File: src/rtl/arb_mux2a1_pkg.sv
`default_nettype none
// ============================================================================
// Module   : arb_mux2a1_pkg
// Purpose  : Shared types and constants for the arb_mux2a1 arbiter/sequencer:
//            FSM state encoding, burst counter width and the IDLE-state
//            round-robin pick.
// Ports    : none (package)
// Revision : 1.0 - initial release
// ============================================================================
package arb_mux2a1_pkg;

  // Burst counter width; supports MAX_BURST values 1..15.
  localparam int CNT_W = 4;

  typedef enum logic [1:0] {
    ST_IDLE   = 2'd0,
    ST_GRANT0 = 2'd1,
    ST_GRANT1 = 2'd2
  } state_t;

  // Source to grant from IDLE. This is only meaningful when at least one
  // request is high. When both sources request, the one that was not served
  // last wins.
  function automatic logic pick_idle(input logic req0, input logic req1,
                                     input logic last_served);
    if (req0 && req1) begin
      return !last_served;
    end
    return req1;
  endfunction

endpackage
`default_nettype wire

File: src/rtl/arb_mux2a1_if.sv
`default_nettype none
// ============================================================================
// Module   : arb_mux2a1_if
// Purpose  : Bundles the two producer handshakes, the registered output
//            handshake and the status outputs of arb_mux2a1.
// Ports    : slave  - arbiter view (reqs/data/y_ready in; acks/y/status out)
//            master - environment view (reverse directions)
// Revision : 1.0 - initial release
// ============================================================================
interface arb_mux2a1_if #(
  parameter int W = 8
);
  logic         req0;
  logic [W-1:0] d0;
  logic         ack0;
  logic         req1;
  logic [W-1:0] d1;
  logic         ack1;
  logic [W-1:0] y;
  logic         y_valid;
  logic         y_ready;
  logic         sel;
  logic         busy;

  modport slave (
    input  req0, d0, req1, d1, y_ready,
    output ack0, ack1, y, y_valid, sel, busy
  );

  modport master (
    output req0, d0, req1, d1, y_ready,
    input  ack0, ack1, y, y_valid, sel, busy
  );
endinterface
`default_nettype wire

File: src/rtl/arb_mux2a1_mux.sv
`default_nettype none
// ============================================================================
// Module   : arb_mux2a1_mux
// Purpose  : W-bit wide 2:1 multiplexer built from one 2:1 cell per bit.
// Ports    : sel_i - 0 selects d0_i, 1 selects d1_i
//            d0_i  - source 0 word
//            d1_i  - source 1 word
//            y_o   - selected word
// Revision : 1.0 - initial release
// ============================================================================
module arb_mux2a1_mux #(
  parameter int W = 8
) (
  input  logic         sel_i,
  input  logic [W-1:0] d0_i,
  input  logic [W-1:0] d1_i,
  output logic [W-1:0] y_o
);

  genvar i;
  generate
    for (i = 0; i < W; i++) begin : g_bit
      assign y_o[i] = sel_i ? d1_i[i] : d0_i[i];
    end
  endgenerate

endmodule
`default_nettype wire

File: src/rtl/arb_mux2a1.sv
`default_nettype none
// ============================================================================
// Module   : arb_mux2a1
// Purpose  : Two-requester round-robin arbiter and sequencer for a shared
//            2:1 mux datapath. It grants one source at a time, drives the mux
//            select, and moves the selected word into a registered output
//            stage with a valid/ready handshake. A grant yields to a waiting
//            requester after MAX_BURST accepted transfers.
// Ports    : clk   - rising-edge clock
//            rst_n - asynchronous active-low reset
//            bus   - arb_mux2a1_if.slave: req0/d0/ack0, req1/d1/ack1,
//                    y/y_valid/y_ready, sel, busy
// Revision : 1.0 - initial release
// ============================================================================
module arb_mux2a1
  import arb_mux2a1_pkg::*;
#(
  parameter int W         = 8,
  parameter int MAX_BURST = 4
) (
  input logic          clk,
  input logic          rst_n,
  arb_mux2a1_if.slave  bus
);

  state_t             state_q, state_d;
  logic               sel_q, sel_d;
  logic [W-1:0]       y_q, y_d;
  logic               y_valid_q, y_valid_d;
  logic [CNT_W-1:0]   cnt_q, cnt_d;
  logic               last_q, last_d;

  logic               free_w;
  logic               ack0_w, ack1_w;
  logic               xfer_w;
  logic               hit_max_w;
  logic [CNT_W-1:0]   cnt_inc_w;
  logic [W-1:0]       mux_w;

  // The output register can accept a word if it is empty, or if it is being
  // drained in this same cycle. This gives back-to-back throughput.
  assign free_w    = !y_valid_q || bus.y_ready;
  assign ack0_w    = (state_q == ST_GRANT0) && bus.req0 && free_w;
  assign ack1_w    = (state_q == ST_GRANT1) && bus.req1 && free_w;
  assign xfer_w    = ack0_w || ack1_w;
  assign cnt_inc_w = cnt_q + 1'b1;
  assign hit_max_w = xfer_w && (cnt_inc_w == CNT_W'(MAX_BURST));

  // sel_q already reflects the granted source in the grant's first cycle,
  // because it is registered from the next state. The mux can therefore be
  // driven straight from the register with no switch bubble.
  arb_mux2a1_mux #(
    .W (W)
  ) u_mux (
    .sel_i (sel_q),
    .d0_i  (bus.d0),
    .d1_i  (bus.d1),
    .y_o   (mux_w)
  );

  always_comb begin
    state_d   = state_q;
    cnt_d     = cnt_q;
    last_d    = last_q;
    y_d       = y_q;
    y_valid_d = y_valid_q;

    if (xfer_w) begin
      y_d       = mux_w;
      y_valid_d = 1'b1;
      last_d    = ack1_w;
      cnt_d     = cnt_inc_w;
    end else if (bus.y_ready) begin
      y_valid_d = 1'b0;
    end

    unique case (state_q)
      ST_IDLE: begin
        if (bus.req0 || bus.req1) begin
          state_d = pick_idle(bus.req0, bus.req1, last_q) ? ST_GRANT1 : ST_GRANT0;
        end
        cnt_d = '0;
      end
      ST_GRANT0: begin
        // A burst hit implies req0 was high. Yielding on a burst limit and
        // yielding on withdrawal are therefore mutually exclusive.
        if (bus.req1 && (hit_max_w || !bus.req0)) begin
          state_d = ST_GRANT1;
          cnt_d   = '0;
        end else if (!bus.req0) begin
          state_d = ST_IDLE;
          cnt_d   = '0;
        end else if (hit_max_w) begin
          cnt_d   = '0;
        end
      end
      ST_GRANT1: begin
        if (bus.req0 && (hit_max_w || !bus.req1)) begin
          state_d = ST_GRANT0;
          cnt_d   = '0;
        end else if (!bus.req1) begin
          state_d = ST_IDLE;
          cnt_d   = '0;
        end else if (hit_max_w) begin
          cnt_d   = '0;
        end
      end
      default: begin
        state_d = ST_IDLE;
        cnt_d   = '0;
      end
    endcase

    sel_d = (state_d == ST_GRANT1);
  end

  always_ff @(posedge clk or negedge rst_n) begin
    if (!rst_n) begin
      state_q   <= ST_IDLE;
      sel_q     <= 1'b0;
      y_q       <= '0;
      y_valid_q <= 1'b0;
      cnt_q     <= '0;
      last_q    <= 1'b1;
    end else begin
      state_q   <= state_d;
      sel_q     <= sel_d;
      y_q       <= y_d;
      y_valid_q <= y_valid_d;
      cnt_q     <= cnt_d;
      last_q    <= last_d;
    end
  end

  assign bus.ack0    = ack0_w;
  assign bus.ack1    = ack1_w;
  assign bus.y       = y_q;
  assign bus.y_valid = y_valid_q;
  assign bus.sel     = sel_q;
  assign bus.busy    = (state_q != ST_IDLE);

endmodule
`default_nettype wire
File: src/flat_wrapper.sv
// flat-port wrapper written by rule: the top's interface ports become plain ports
module arb_mux2a1_flat import arb_mux2a1_pkg::*;
#(
  parameter int W         = 8,
  parameter int MAX_BURST = 4
)
  (clk, rst_n, bus_req0, bus_d0, bus_req1, bus_d1, bus_y_ready, bus_ack0, bus_ack1, bus_y, bus_y_valid, bus_sel, bus_busy);
  arb_mux2a1_if #(.W(W)) bus_i ();
  input logic clk;
  input logic rst_n;
  input wire logic [$bits(bus_i.req0)-1:0] bus_req0;
  input wire logic [$bits(bus_i.d0)-1:0] bus_d0;
  input wire logic [$bits(bus_i.req1)-1:0] bus_req1;
  input wire logic [$bits(bus_i.d1)-1:0] bus_d1;
  input wire logic [$bits(bus_i.y_ready)-1:0] bus_y_ready;
  output wire logic [$bits(bus_i.ack0)-1:0] bus_ack0;
  output wire logic [$bits(bus_i.ack1)-1:0] bus_ack1;
  output wire logic [$bits(bus_i.y)-1:0] bus_y;
  output wire logic [$bits(bus_i.y_valid)-1:0] bus_y_valid;
  output wire logic [$bits(bus_i.sel)-1:0] bus_sel;
  output wire logic [$bits(bus_i.busy)-1:0] bus_busy;
  assign bus_i.req0 = bus_req0;
  assign bus_i.d0 = bus_d0;
  assign bus_i.req1 = bus_req1;
  assign bus_i.d1 = bus_d1;
  assign bus_i.y_ready = bus_y_ready;
  assign bus_ack0 = bus_i.ack0;
  assign bus_ack1 = bus_i.ack1;
  assign bus_y = bus_i.y;
  assign bus_y_valid = bus_i.y_valid;
  assign bus_sel = bus_i.sel;
  assign bus_busy = bus_i.busy;
  arb_mux2a1 #(.W(W), .MAX_BURST(MAX_BURST)) u_core (.clk(clk), .rst_n(rst_n), .bus(bus_i));
endmodule
File: config.mk
export PLATFORM = sky130hd
export DESIGN_NAME = arb_mux2a1_flat
export DESIGN_NICKNAME = d
export VERILOG_FILES = /design/src/rtl/arb_mux2a1_pkg.sv /design/src/rtl/arb_mux2a1_if.sv /design/src/rtl/arb_mux2a1_mux.sv /design/src/rtl/arb_mux2a1.sv /design/src/flat_wrapper.sv
export SDC_FILE = /design/constraint.sdc
export NUM_CORES = 1
export LEC_CHECK = 0
export ABC_AREA = 1
export CAP_MARGIN = 20
export CORE_MARGIN = 4
export CORE_UTILIZATION = 48
export DETAILED_ROUTE_END_ITERATION = 7
export PLACE_DENSITY = 0.87
export SYNTH_ARGS = -nofsm -noshare
export SYNTH_HDL_FRONTEND = slang
export SYNTH_SLANG_ARGS = --single-unit
File: constraint.sdc
create_clock -name clk -period 2.8 [get_ports clk]
set_input_delay 0.7 -clock clk [delete_from_list [all_inputs] [get_ports clk]]
set_output_delay 0.7 -clock clk [all_outputs]
set_load 0.05 [all_outputs]
---- After elaboration in Yosys (flattened, before gate mapping) ----
Cells that the tools add are included.
storage, ports and cells
  flip-flop bits (word level) ............. 17
  logic and storage cells ................. 62
  input bits .............................. 21
  output and inout port bits .............. 13
cells by class
  add/sub/neg operators ................... 1
  muxes and demuxes ....................... 31
  reductions and logical operators ........ 20
  eq/ne operators ......................... 4
operator list
  kind                   number
  $mux W4                6
  $mux W1                17
  $mux W2                6
  $logic_and A1 B1 Y1    8
  $pmux W4 S2            1
  $pmux W2 S3            1
  $logic_or A1 B1 Y1     5
  $add A4 B1 Y4 const B  1
  $eq A2 B2 Y1 const B   2
  $eq A4 B3 Y1 const B   1
  $logic_not A1 Y1       4
  $reduce_bool A2 Y1     2
  $eq A2 B1 Y1 const B   1
  $logic_not A2 Y1       1

---- Logic depth before layout (Yosys ltp) ----
Gate-level depths: netlist of the first run.
  depth after elaboration ................. 11
  depth in mapped cells ................... 13
  depth with buffers taken out ............ 13

---- Modules after synthesis ----
From an unflattened synthesis of the first run, not the netlist that was laid out.
second synthesis, totals
  cell total of the unflattened synthesis .. 146
  area total of the unflattened synthesis .. 1093.5 µm²
modules (own cells, without submodules)
  module          cells an instance  sequential area each (µm²)  area each (µm²)  instances
  arb_mux2a1      120                426.7                       988.4            1
  arb_mux2a1_mux  26                 0.0                         105.1            1

---- Worst setup path before layout of the first run ----
No wires, ideal clock.
  path type ............................... input -> output
  from .................................... in bus_y_ready
  to ...................................... out bus_ack0
  buffers on the path ..................... 0
  data arrival time ....................... 1.296 ns
  data required time ...................... 2.100 ns
  stages .................................. 4
  setup slack ............................. 0.804 ns
  path through ............................ inv_1 nand2_1 nand2_2 inv_1
between the ends
  cells in the longest elaborated chain, start to end .. 2
RTL lines
  what                 line                RTL
  start, declared      flat_wrapper.sv:15  input wire logic [$bits(bus_i.y_ready)-1:0] bus_y_ready;
  $logic_or A1 B1 Y1   arb_mux2a1.sv:42    assign free_w = !y_valid_q || bus.y_ready;
  $logic_and A1 B1 Y1  arb_mux2a1.sv:43    assign ack0_w = (state_q == ST_GRANT0) && bus.req0 && free_w;
  end, declared        flat_wrapper.sv:16  output wire logic [$bits(bus_i.ack0)-1:0] bus_ack0;
No other way between the ends.

---- Worst setup path after layout of the first run ----
  from .................................... reg u_core.state_q[0]
  to ...................................... out bus_busy
between the ends
  cells in the longest elaborated chain, start to end .. 1
RTL lines
  what                    line                RTL
  start, declared         arb_mux2a1.sv:26    state_t state_q, state_d;
  start signal, assigned  arb_mux2a1.sv:126   state_q <= state_d;
  $reduce_bool A2 Y1      arb_mux2a1.sv:140   assign bus.busy = (state_q != ST_IDLE);
  end, declared           flat_wrapper.sv:21  output wire logic [$bits(bus_i.busy)-1:0] bus_busy;
No other way between the ends.

==> summary.md, run 1 <==
| Metric | Value |
|---|---|
| Final Non-Filler Cells | 200 |
| Pre-antenna DRT Iters | 4 |
| Fmax | roughly 380 MHz |
| Pleak | a little over 0.7 nW |
| Cell count after synthesis | 138 |
| Most frequent cells in the layout | nand2_1 (41), clkdlybuf4s50_1 (31), inv_1 (25) |
| Largest family of logic cells by synthesized area | simple AND/OR/NAND/NOR gates |
| TritonCTS Buffers | 3 |
| Detail Route Antenna Nets | 0 |
| CTS clk-pin slew, worst paths | 0.09 ns |
| Worst hold path class | reg -> reg |
| PortBufs | 33 |
| Slew HR | 0.526 |
| Flop2flop setup slack | 0.97 ns |
| Slowest CP cell | clkdlybuf4s50_1 |
| Total negative slack | 0 ns |
| Mapped Nets | around 170 |
| GRT Util Overall | 0.175 |
| CP max FO | 5 |
| Simple-gate share of the synthesized area | 0.250 |
| Placer Congestion | ~0.9 |
| Worst skew pair latency | about 0.27 ns |
| Crit path capture type | output port |
| Seq/Total Area, Yosys | 0.418 |
| CTS tree | built |
| Synth Area per Inst | 7.40 µm² |
| Antenna violations before repair | 0 |
| Largest net degree at the start of global routing | 18 |
| Row Count | 16 |
| Cts repair resizes | 0 |
| Setup Buffers After CTS | 0 |
| Initial core utilization | 0.515 |
| XOR/XNOR share of the synthesized area | 0 |
| Final Cycle Share | 0.932 |
| Minimum clock period | 2.61 ns |
| Commonest non-fill, non-tap cell in the layout | nand2_1 |
| Adder-Cell Fraction of Synth Area | 0.0735 |
| H-Tree Level Count | 1 |
| Most used cell, CP | inv_1 |
| Routed wire per std cell | about 11 µm |
| HPWL Detailed | between 1.5 and 2 mm |
| Placed cell count | around 200 |
| Compound-cell area share of the yosys netlist | 0.151 |
| Total Wirelength | about 2.2 mm |
| Vias/cell | approximately 4.9 |
| Area grow syn2layout | 39.3% |
| Startpoint class of the critical path | flip-flop |
| Clk sinks | 17 |
| Hold buffer count at CTS | 0 |
| Grt ovf | 0 |
| Synth Warn # | 0 |
| CTS root buffer | clkbuf_4 |
| Flops & latches, synth | 17 |
| Final hold violation count | 0 |
| Top delay family on crit path | buffers and inverters |
| Netlist cell types | 21 |
| Die Y-Extent | between 50 and 60 µm |
| Mapped Area | around 0.0010 mm² |
| Status | completed |
| Vias after detailed routing | 987 |
| Fillcell total | 160 |
| Ratio of cells with drive above 1 in the final layout | 0.0751 |
| Vias in the first global route | about 930 |
| Final net count | ~200 |
| Clk buf depth | 2 |
| ANT cells | 0 |
| First DRT Iteration DRCs | 23 |
| Die W | ~54 µm |
| Critical path type | reg -> out |
| Tightest Pin Transition | ~0.7 ns |
| Maximum VDD drop | approximately 0.66 mV |
| WP buf/inv | 3 |
| Core Area | around 0.0020 mm² |
| CP peak stage delay | about 0.8 ns |
| Mux cell area share after synthesis | 0 |
| First-pass GRT wire length | between 3 and 4 mm |
| Critical Path RT | between 2 and 2.5 ns |
| Setup Skew | just under 0.002 ns |
| PwrDens | 975 mW/mm² |
| Final Max Tran Viols | 0 |
| Die area | ~0.0029 mm² |
| I/O Pins | 34 |
| # setup viols final | 0 |
| WP data arrival | between 1.5 and 2 ns |
| Max-cap viol count | 0 |
| CP cell instances | inv_1 > ha_1 > inv_1 > clkdlybuf4s50_1 |
| Unrepaired setup endpoints after global routing | no |
| DRC errors left | 0 |
[metrics by stage]
stage | total power (W) | utilization | area, µm² | setup WS (ns) | hold slack [ns]
5_1_grt | 0.00149 | 0.718 | 1420 | 0.104 | 0.499
3_3_place_gp | 0.00124 | 0.705 | 1400 | 0.342 | 0.465
4_1_cts | 0.00140 | 0.718 | 1420 | 0.186 | 0.486
6_report | 0.00139 | 0.718 | 1420 | 0.191 | 0.488
2_1_floorplan | 0.000976 | - | 1020 | 0.804 | 0.404
3_5_place_dp | 0.00127 | 0.705 | 1400 | 0.297 | 0.470
[per-layer routing]
| metal | vias to the layer above | part of all wire | GRT usage |
|---|---|---|---|
| li1 | 503 | - | - |
| met4 | 0 | 0.015 | 0.0788 |
| met2 | 58 | 0.44 | 0.293 |
| met5 | - | 0 | 0 |
| met3 | 8 | 0.11 | 0.0582 |
| met1 | 418 | 0.43 | 0.201 |
[cell families after synthesis]
family | Yosys count
AND/OR/NAND/NOR | 58
flip-flops | 17
adder cells (fa/ha/maj) | 6
buffers and inverters | 29
AO/OA/AOI/OAI | 28
[worst reg2reg max path: cells and delay by family (launching register included)]
kind	cells	cell delay, ns
DFF	1	0.44
buffers and inverters	2	0.24
and+or+nand+nor	10	0.84
adders and majority gates	1	0.19
[power breakdown]
part           internal (W)  total (W)  switching, W  leakage, nW
Clock             0.0000552   0.000122     0.0000673       0.0150
Combinational      0.000289   0.000842      0.000552        0.485
Sequential         0.000343   0.000423     0.0000796        0.216
[path summary, 6_finish.rpt]
kind | from | end | cells after the start
worst max-delay path | u_core.state_q[0]$_DFF_PN0_ | bus_busy | 4
worst min-delay path | u_core.last_q$_DFFE_PN1N_ | u_core.last_q$_DFFE_PN1N_ | 2
worst max register to register | u_core.state_q[0]$_DFF_PN0_ | u_core.bus.sel$_DFF_PN0_ | 13
worst min register to register | u_core.last_q$_DFFE_PN1N_ | u_core.last_q$_DFFE_PN1N_ | 2
max in group asynchronous | rst_n | u_core.cnt_q[3]$_DFF_PN0_ | 1
min in group asynchronous | rst_n | u_core.bus.y[6]$_DFFE_PN0N_ | 1
[sequential cells by signal (all words and copies together) (netlist names)]
name	cells
u_core.bus.y_valid	1
u_core.state_q	2
u_core.bus.sel	1
u_core.bus.y	8
u_core.last_q	1
u_core.cnt_q	4
[Yosys cell counts]
library cell / instances / area share
nand2_1: 41 / 0.15
inv_1: 25 / 0.092
o21ai_0: 19 / 0.093
dfrtp_1: 16 / 0.39
nor2_1: 7 / 0.026
ha_1: 6 / 0.074
nand3_1: 4 / 0.020
a21oi_1: 3 / 0.015
inv_2: 2 / 0.0074
nand2_4: 2 / 0.022
nand3_2: 2 / 0.020
o211ai_1: 2 / 0.015
a211oi_1: 1 / 0.0074
a21boi_0: 1 / 0.0074
buf_2: 1 / 0.0049
clkbuf_1: 1 / 0.0037
dfstp_2: 1 / 0.026
nand2_2: 1 / 0.0061
nand4_1: 1 / 0.0061
o22ai_1: 1 / 0.0061
o31ai_1: 1 / 0.0074
[final cells by class]
cell class,instances,area (µm²),share of cell area
clock buffers,4,26.3,0.0185
inverters,27,101,0.0712
multi-input cells,92,484,0.340
flip-flops and latches,17,427,0.300
well taps,27,33.8,0.0237
repair buffers,33,350,0.246
Power figures use the tool's default switching activity.
==> run 2: changes to the inputs <==
--- a/config.mk
+++ b/config.mk
@@ -10,6 +10,7 @@
 export CORE_MARGIN = 4
 export CORE_UTILIZATION = 48
 export DETAILED_ROUTE_END_ITERATION = 7
+export GPL_ROUTABILITY_DRIVEN = 0
 export PLACE_DENSITY = 0.87
 export SYNTH_ARGS = -nofsm -noshare
 export SYNTH_HDL_FRONTEND = slang
==> results of run 2 <==
No change in the layout: final DEF, timing and power equal those of run 1.
==> run 3: changes to the inputs <==
--- a/config.mk
+++ b/config.mk
@@ -11,6 +11,7 @@
 export CORE_UTILIZATION = 48
 export DETAILED_ROUTE_END_ITERATION = 7
 export GPL_ROUTABILITY_DRIVEN = 0
+export MAX_ROUTING_LAYER = met4
 export PLACE_DENSITY = 0.87
 export SYNTH_ARGS = -nofsm -noshare
 export SYNTH_HDL_FRONTEND = slang
==> summary.md, run 3 (same netlist as run 1, synthesis figures left out) <==
| Metric | Value |
|---|---|
| Status | completed (unchanged) |
| Clk buf depth | 2 (unchanged) |
| Hold buffer count at CTS | 0 (unchanged) |
| HPWL Detailed | 1.84 mm (unchanged) |
| Die W | 54.1 µm (unchanged) |
| Worst hold path class | reg -> reg (unchanged) |
| Initial core utilization | 0.515 (unchanged) |
| Critical Path RT | 2.10 ns (about the same) |
| CTS clk-pin slew, worst paths | 0.09 ns (about the same) |
| Worst skew pair latency | 0.27 ns (about the same) |
| Met2 usage | 0.295 (was 0.293) |
| Ratio of cells with drive above 1 in the final layout | 0.0751 (unchanged) |
| Final Max Tran Viols | 0 (unchanged) |
| CP max FO | 5 (unchanged) |
| DRC errors left | 0 (unchanged) |
| Routed wire per std cell | 11.2 µm (about the same) |
| Pre-antenna DRT Iters | 4 (unchanged) |
| Vias after detailed routing | 985 (was 987) |
| Row Count | 16 (unchanged) |
| Total negative slack | 0 ns (unchanged) |
| Critical path type | reg -> out (unchanged) |
| Final net count | 201 (unchanged) |
| # setup viols final | 0 (unchanged) |
| Die Y-Extent | 54.1 µm (unchanged) |
| Layer carrying the most global-route usage | met2 (unchanged) |
| Minimum clock period | 2.61 ns (about the same) |
| Largest register FFs | 8 (unchanged) |
| Setup Skew | 0.000925 ns (was 0.00196 ns) |
| Cts repair resizes | 0 (unchanged) |
| Vias in the first global route | 932 (was 931) |
| Clk sinks | 17 (unchanged) |
| Hold WS | 0.488 ns (unchanged) |
| Total Wirelength | 2.25 mm (was 2.24 mm) |
| H-Tree Level Count | 1 (unchanged) |
| Setup Buffers After CTS | 0 (unchanged) |
| Detail Route Antenna Nets | 0 (unchanged) |
| WP data arrival | 1.91 ns (about the same) |
| Commonest non-fill, non-tap cell in the layout | nand2_1 (unchanged) |
| Area grow syn2layout | 39.3% (unchanged) |
| Grt ovf | 0 (unchanged) |
| Fmax | 383 MHz (about the same) |
| Max-cap viol count | 0 (unchanged) |
| ANT cells | 0 (unchanged) |
| Largest net degree at the start of global routing | 18 (unchanged) |
| GRT Util Overall | 0.180 (was 0.175) |
| PwrDens | 975 mW/mm² (about the same) |
| Final hold violation count | 0 (unchanged) |
| Die area | 0.00293 mm² (unchanged) |
| Maximum VDD drop | 0.663 mV (was 0.662 mV) |
| Crit path capture type | output port (unchanged) |
| Vias/cell | 4.93 (was 4.94) |
| I/O Pins | 34 (unchanged) |
| Pleak | 0.717 nW (unchanged) |
| PortBufs | 33 (unchanged) |
| CTS tree | built (unchanged) |
| Tightest Pin Transition | 0.709 ns (about the same) |
| Core Area | 0.00198 mm² (unchanged) |
| TritonCTS Buffers | 3 (unchanged) |
| Final core utilization | 0.718 (unchanged) |
| Antenna violations before repair | 0 (unchanged) |
| First-pass GRT wire length | 3.71 mm (was 3.73 mm) |
| Met3 Use GR | 0.0554 (was 0.0582) |
| Startpoint class of the critical path | flip-flop (unchanged) |
| CTS root buffer | clkbuf_4 (unchanged) |
| GR Util met1 | 0.200 (was 0.201) |
| Unrepaired setup endpoints after global routing | no (unchanged) |
| Final Cycle Share | 0.932 (about the same) |
| Most frequent cells in the layout | nand2_1 (41), clkdlybuf4s50_1 (31), inv_1 (25) (unchanged) |
| First DRT Iteration DRCs | 23 (unchanged) |
| Slew HR | 0.526 (about the same) |
-- run 3: where the power goes --
group          leakage (nW)  switching (W)  internal (W)
Clock                0.0150      0.0000678     0.0000552
Combinational         0.485       0.000552      0.000289
Sequential            0.216      0.0000795      0.000343
-- run 3: worst max-delay path, stage by stage (launching register included) --
cell and delay (ns):
dfrtp_1 0.44, inv_1 0.10, ha_1 0.21, inv_1 0.08, clkdlybuf4s50_1 0.80
-- run 3: layer usage --
| metal | wire length, µm | share of wire |
|---|---|---|
| met5 | 0 | 0 |
| met1 | 963 | 0.43 |
| met3 | 243 | 0.11 |
| met4 | 33 | 0.015 |
| met2 | 1010 | 0.45 |
-- run 3: final cells by class --
| type | count | area [µm²] |
|---|---|---|
| tap | 27 | 33.8 |
| clock buffer | 4 | 26.3 |
| sequential | 17 | 427 |
| timing repair buffer | 33 | 350 |
| inverter | 27 | 101 |
| multi-input combinational | 92 | 484 |
| fill | 160 | 559 |
-- run 3: final timing paths --
path                                                   from                           to  slack [ns]  depth (start not counted)
worst max register to register  u_core.state_q[0]$_DFF_PN0_     u_core.bus.sel$_DFF_PN0_        0.97                         13
worst min register to register    u_core.last_q$_DFFE_PN1N_    u_core.last_q$_DFFE_PN1N_        0.49                          2
max in group asynchronous                             rst_n  u_core.state_q[1]$_DFF_PN0_        1.51                          1
worst max-delay path            u_core.state_q[0]$_DFF_PN0_                     bus_busy        0.19                          4
min in group asynchronous                             rst_n  u_core.bus.y[6]$_DFFE_PN0N_        0.84                          1
worst min-delay path              u_core.last_q$_DFFE_PN1N_    u_core.last_q$_DFFE_PN1N_        0.49                          2
-- run 3: through the flow --
stage	power [W]	instance area (µm²)	std cells	worst slack, ns
2_1_floorplan	0.000976	1020	138	0.804
3_3_place_gp	0.00124	1400	196	0.342
3_5_place_dp	0.00127	1400	196	0.297
4_1_cts	0.00140	1420	200	0.186
5_1_grt	0.00148	1420	200	0.104
6_report	0.00139	1420	200	0.191
